[config.mk]
export PLATFORM = sky130hd
export DESIGN_NAME = branch_predictor
export DESIGN_NICKNAME = d
export VERILOG_FILES = /design/src/rtl/bp_pkg.sv /design/src/rtl/bp_sat_counter.sv /design/src/rtl/branch_predictor.sv
export SDC_FILE = /design/constraint.sdc
export NUM_CORES = 2
export LEC_CHECK = 0
export BUFFER_PORTS_ARGS = -buffer_cell sky130_fd_sc_hd__buf_2
export CORE_UTILIZATION = 35
export DETAILED_ROUTE_END_ITERATION = 12
export GPL_ROUTABILITY_DRIVEN = 0
export GPL_TIMING_DRIVEN = 1
export SLEW_MARGIN = 20
export SYNTH_ARGS = -nofsm -noshare
export SYNTH_HDL_FRONTEND = slang
export SYNTH_SLANG_ARGS = --single-unit
[constraint.sdc]
create_clock -name clk -period 42.7 [get_ports clk]
set_input_delay 12.81 -clock clk [delete_from_list [all_inputs] [get_ports clk]]
set_output_delay 12.81 -clock clk [all_outputs]
set_load 0.01 [all_outputs]
[src/rtl/bp_pkg.sv]
// Shared helpers for the branch predictor: PC field extraction and the
// weak-taken / weak-not-taken counter encodings.
package bp_pkg;

    // PCs are widened to 64 bits before extraction so one helper serves every XLEN.
    function automatic logic [63:0] idx_of(input logic [63:0] pc, input int unsigned idx_w);
        return (pc >> 2) & ((64'd1 << idx_w) - 64'd1);
    endfunction

    function automatic logic [63:0] tag_of(input logic [63:0] pc, input int unsigned idx_w);
        return pc >> (idx_w + 2);
    endfunction

    function automatic int unsigned ctr_weak_t(input int unsigned cnt_w);
        return 32'd1 << (cnt_w - 1);
    endfunction

    function automatic int unsigned ctr_weak_nt(input int unsigned cnt_w);
        return (32'd1 << (cnt_w - 1)) - 32'd1;
    endfunction

endpackage

[src/rtl/bp_sat_counter.sv]
// Next-value logic for a CNT_W-bit saturating up/down direction counter.
module bp_sat_counter #(
    parameter int CNT_W = 2
) (
    input  logic [CNT_W-1:0] ctr_i,
    input  logic             up_i,
    output logic [CNT_W-1:0] ctr_o
);

    always_comb begin
        ctr_o = ctr_i;
        if (up_i) begin
            if (ctr_i != '1) ctr_o = ctr_i + CNT_W'(1);
        end else begin
            if (ctr_i != '0) ctr_o = ctr_i - CNT_W'(1);
        end
    end

endmodule

[src/rtl/branch_predictor.sv]
// Direct-mapped BTB with per-entry saturating direction counters, combinational
// lookup from the fetch PC, resolved-branch update and saturating statistics.
module branch_predictor
    import bp_pkg::*;
#(
    parameter  int XLEN    = 32,
    parameter  int ENTRIES = 16,
    parameter  int CNT_W   = 2,
    localparam int IDX_W   = $clog2(ENTRIES),
    localparam int TAG_W   = XLEN - 2 - IDX_W
) (
    input  logic            clk,
    input  logic            reset,
    input  logic [XLEN-1:0] pcF,
    output logic            pred_hit,
    output logic            pred_taken,
    output logic [XLEN-1:0] pred_target,
    input  logic            upd_valid,
    input  logic [XLEN-1:0] upd_pc,
    input  logic            upd_taken,
    input  logic [XLEN-1:0] upd_target,
    input  logic            upd_mispredict,
    input  logic            clear,
    output logic [XLEN-1:0] stat_branches,
    output logic [XLEN-1:0] stat_mispredicts
);

    localparam logic [CNT_W-1:0] CTR_WEAK_T  = CNT_W'(ctr_weak_t(CNT_W));
    localparam logic [CNT_W-1:0] CTR_WEAK_NT = CNT_W'(ctr_weak_nt(CNT_W));

    typedef struct packed {
        logic             valid;
        logic [TAG_W-1:0] tag;
        logic [XLEN-1:0]  target;
        logic [CNT_W-1:0] ctr;
    } bp_entry_t;

    bp_entry_t table_q [ENTRIES];
    bp_entry_t table_d [ENTRIES];
    logic [XLEN-1:0] branches_q, branches_d;
    logic [XLEN-1:0] mispred_q, mispred_d;

    logic [IDX_W-1:0] idx_f, idx_u;
    logic [TAG_W-1:0] tag_f, tag_u;
    bp_entry_t        ent_f, ent_u;
    logic             upd_hit;
    logic [CNT_W-1:0] ctr_nx;

    assign idx_f = IDX_W'(idx_of(64'(pcF), IDX_W));
    assign tag_f = TAG_W'(tag_of(64'(pcF), IDX_W));
    assign idx_u = IDX_W'(idx_of(64'(upd_pc), IDX_W));
    assign tag_u = TAG_W'(tag_of(64'(upd_pc), IDX_W));

    // Lookup reads registered state only, so a same-cycle update is not visible.
    assign ent_f       = table_q[idx_f];
    assign pred_hit    = ent_f.valid && (ent_f.tag == tag_f);
    assign pred_taken  = pred_hit && ent_f.ctr[CNT_W-1];
    assign pred_target = pred_hit ? ent_f.target : '0;

    assign ent_u   = table_q[idx_u];
    assign upd_hit = ent_u.valid && (ent_u.tag == tag_u);

    bp_sat_counter #(.CNT_W(CNT_W)) u_sat_counter (
        .ctr_i (ent_u.ctr),
        .up_i  (upd_taken),
        .ctr_o (ctr_nx)
    );

    always_comb begin
        table_d = table_q;
        if (clear) begin
            for (int i = 0; i < ENTRIES; i++) begin
                table_d[i].valid = 1'b0;
                table_d[i].ctr   = CTR_WEAK_NT;
            end
        end else if (upd_valid) begin
            if (upd_hit) begin
                table_d[idx_u].ctr = ctr_nx;
                if (upd_taken) table_d[idx_u].target = upd_target;
            end else if (upd_taken) begin
                table_d[idx_u] = '{valid: 1'b1, tag: tag_u, target: upd_target, ctr: CTR_WEAK_T};
            end
        end
    end

    // Statistics count every resolved branch, even one dropped by a clear.
    always_comb begin
        branches_d = branches_q;
        mispred_d  = mispred_q;
        if (upd_valid && (branches_q != '1)) branches_d = branches_q + XLEN'(1);
        if (upd_valid && upd_mispredict && (mispred_q != '1)) mispred_d = mispred_q + XLEN'(1);
    end

    always_ff @(posedge clk or posedge reset) begin
        if (reset) begin
            for (int i = 0; i < ENTRIES; i++) begin
                table_q[i] <= '{valid: 1'b0, tag: '0, target: '0, ctr: CTR_WEAK_NT};
            end
            branches_q <= '0;
            mispred_q  <= '0;
        end else begin
            table_q    <= table_d;
            branches_q <= branches_d;
            mispred_q  <= mispred_d;
        end
    end

    assign stat_branches    = branches_q;
    assign stat_mispredicts = mispred_q;

endmodule

==> metrics.yaml <==
io_pins: 200
nets: 3505
drt_first_pass_iters: 5
syn_avg_cell_area_um2: 15.73
dieHeight_um: 389.5
gr-usage-met2_pct: 29.01
slowest_delay_ps: 880
synth_flop_cell: "dfrtp_1"
antenna_found_initial: 32
swShare_pct: 25.60
seq_area_frac_synth_pct: 49.57
cp_max_fo: 60
hold_violations: 0
clk_path_buf_depth: 3
synthCells: 3340
clock_power_share_pct: 38.4
cp.arrival_ps: 19130
pwr_density_cell_nw_per_um2: 43.41
vias: 30050
p_comb_share_pct: 15.0
start_util_pct: 35.41
ys_warn_count: 0
cts_hold_buf: 0
clock_latency_ps: 770
cp_slowest_cell: "buf_4"
p_int_w: 0.001900
cp-endpoint: "pred_target[27]"
use_met3_pct: 4.783
die_w_um: 389.5
portBuffers: 195
drt_iter0_drc: 2113
min_path_type: "reg2reg"
cts.sinks: 1040
maxCapViolCount: 0
finalSetupViolCount: 0
cts_buffers: 114
clkSlewWorstSetupHoldPaths_ps: 60
ant_nets: 0
crit_top_cell: "buf_4"
post-dp-hpwl_um: 76400
dieArea_um2: 151700
post_cts_buffers: 0
grt_pass1_wl_um: 214300
worst-slew-pin-transition_ps: 1189
fin_util_pct: 39.64
crit_path_end_kind: "primary output"
grt_overflow_total: 0
cts_tree: "done"
syn_area_um2: 52540
reg2reg_depth: 9
r2r_end: "table_q[286]"
period_minus_slack_ps: 31940
finalClockSkew_ps: 87.64
ir_drop_v: 0.00003700
sequentialPowerShare_pct: 46.6
yosysUniqueCellTypes: 64
viasPerCell: 5.465
fmax_ghz: 0.03131
grt_use_total_pct: 18.78
r2r_slack_ps: 38300
groute.layer.met1.usage_pct: 26.41
htreeDepth: 3
fin_ws_ps: 10760
tns_ps: 0
slew_headroom_pct: 20.71
drive_gt1_share_pct: 51.59
timing.rr.start: "table_q[409]"
cts_root_buffer: "clkbuf_16"
crit_path_start: "pcF[2]"
synth.ff_latch_count: 1040
fin_hold_ws_ps: 473.2
ys_async_sr_fraction_pct: 100.0
post-route-period-util_pct: 74.80
pre_cts_ws_ps: 10430
switchingPower_w: 0.0006537
outcome: "finished, final reports clean"
path_cells: "buf_8, buf_4, buf_4, buf_4, mux4_2, mux4_2, xor2_1, nor4_1, nand4_1, buf_4, nor2b_1, buf_2"
grt.busiest_layer: "met2"
slew_violations: 0
cts-resized-gates: 0
crit_type: "in2out"
drc: 0
routedWlPerCell_um: 25.67
critPathRequiredTime_ps: 29890
worstSetupStartpointType: "input port"
syn_to_final_growth_pct: 11.94
grt_pass1_vias: 31660
rsz0062_at_grt: "no"
core_area_um2: 148400
routed_wl_um: 141100
grt_max_degree: 175
synth_edf_count: 0
power.leakage_nw: 25.98
syn-num-nets: 3444
rows: 141
[power by group through the flow]
stage / sequential (W) / clock, W / combinational, W
after detailed placement: 0.00120 / 0 / 0.000387
after floorplan: 0.00118 / 0 / 0.000303
after CTS: 0.00119 / 0.00100 / 0.000388
after global placement: 0.00120 / 0 / 0.000380
final: 0.00119 / 0.000980 / 0.000384
after global routing: 0.00121 / 0.00104 / 0.000414
[per-stage QoR]
step | power, W | cell area [µm²] | instances
finish | 0.002553 | 58810 | 5499
global route | 0.002664 | 58810 | 5496
CTS | 0.002581 | 58770 | 5494
detailed placement | 0.001591 | 55050 | 5286
global placement | 0.001580 | 55050 | 5286
floorplan | 0.001488 | 52540 | 3340
[worst min-delay path by stage]
| stage | start | to | slack (ps) | depth (start not counted) |
|---|---|---|---|---|
| after floorplan | table_q[121] | table_q[121] | 470 | 2 |
| after global placement | stat_mispredicts[21] | stat_mispredicts[21] | 470 | 1 |
| after detailed placement | stat_mispredicts[21] | stat_mispredicts[21] | 470 | 1 |
| after CTS | stat_mispredicts[21] | stat_mispredicts[21] | 480 | 1 |
| after global routing | stat_branches[9] | stat_branches[9] | 500 | 1 |
| final | stat_mispredicts[21] | stat_mispredicts[21] | 470 | 1 |
[synth_stat cells (11+ instances only)]
cell | number | area (µm²)
a21oi_1 | 12 | 60.06
a31oi_1 | 13 | 81.33
mux2_2 | 701 | 7894
nor3_1 | 15 | 75.07
a22oi_1 | 13 | 97.59
and2_4 | 12 | 105.1
nor2b_1 | 47 | 294.0
buf_6 | 42 | 473.0
xor2_1 | 52 | 455.4
o22ai_1 | 11 | 68.82
buf_2 | 27 | 135.1
and3_1 | 16 | 100.1
buf_4 | 14 | 105.1
dfrtp_1 | 1024 | 25620
buf_1 | 65 | 244.0
nand2_1 | 72 | 270.3
nor4_1 | 18 | 112.6
nand3_1 | 26 | 130.1
dfstp_2 | 16 | 420.4
mux4_2 | 393 | 8851
nand4_1 | 23 | 143.9
xnor2_1 | 70 | 613.1
nor2_1 | 62 | 232.7
clkbuf_1 | 151 | 566.8
inv_1 | 25 | 93.84
mux2_4 | 240 | 3603
mux2i_1 | 80 | 800.8
[final cells by class]
| class | count | area, µm² |
|---|---|---|
| fill | 13710 | 89550 |
| sequential | 1040 | 26050 |
| multi-input combinational | 1970 | 24940 |
| clock buffer | 187 | 3408 |
| tap | 2002 | 2505 |
| timing repair buffer | 249 | 1494 |
| clock inverter | 21 | 309.0 |
| inverter | 26 | 105.1 |
| antenna | 4 | 10.01 |
[cell usage in the layout, fill, tap and decap left out, drive strengths merged, types with 6 or more instances in the layout]
cell type,Yosys,routed
and3,16,16
and4,6,6
a31oi,13,13
mux4,394,394
dfstp,16,16
inv,25,26
nor2,63,63
clkinv,1,18
xnor2,70,70
nor3,15,15
buf,153,248
nand4,23,23
clkbuf,151,188
and2,23,23
o22ai,11,11
o32a,10,10
nand3,26,26
nand2b,6,6
nand2,73,73
mux2i,80,80
dfrtp,1024,1024
nor4,18,18
nor2b,47,47
xor2,52,52
a21oi,12,12
a22oi,13,13
o32ai,10,10
mux2,941,941
[flip-flops by register name, summed over array words and instances, names as in the netlist]
register          count
table_q             976
stat_branches        32
stat_mispredicts     32
[kinds of logic (layout without fill, tap and decap cells)]
family          count (synthesis)  count (layout)  synth area share, %
fa+ha+maj                       2               2              0.04762
mux                          1415            1415                40.30
xor+xnor                      122             122                2.034
other cells                     0               4                    0
simple gates                  322             322                3.205
compound gates                109             109                1.612
flops                        1040            1040                49.57
buf+inv                       330             483                3.229
[critical path, delay by kind of cell]
| kind | cells | cell delay (ps) |
|---|---|---|
| XOR/XNOR | 1 | 160 |
| buffers and inverters | 6 | 3620 |
| multiplexers | 2 | 1140 |
| AND/OR/NAND/NOR | 3 | 1200 |
[per-layer routing]
layer	up-vias	wire length, µm
met5	-	162
met4	30	3176
met3	243	8830
met2	780	65220
met1	16300	63750
li1	12690	-
No activity file was read; power rests on OpenSTA's default activity.
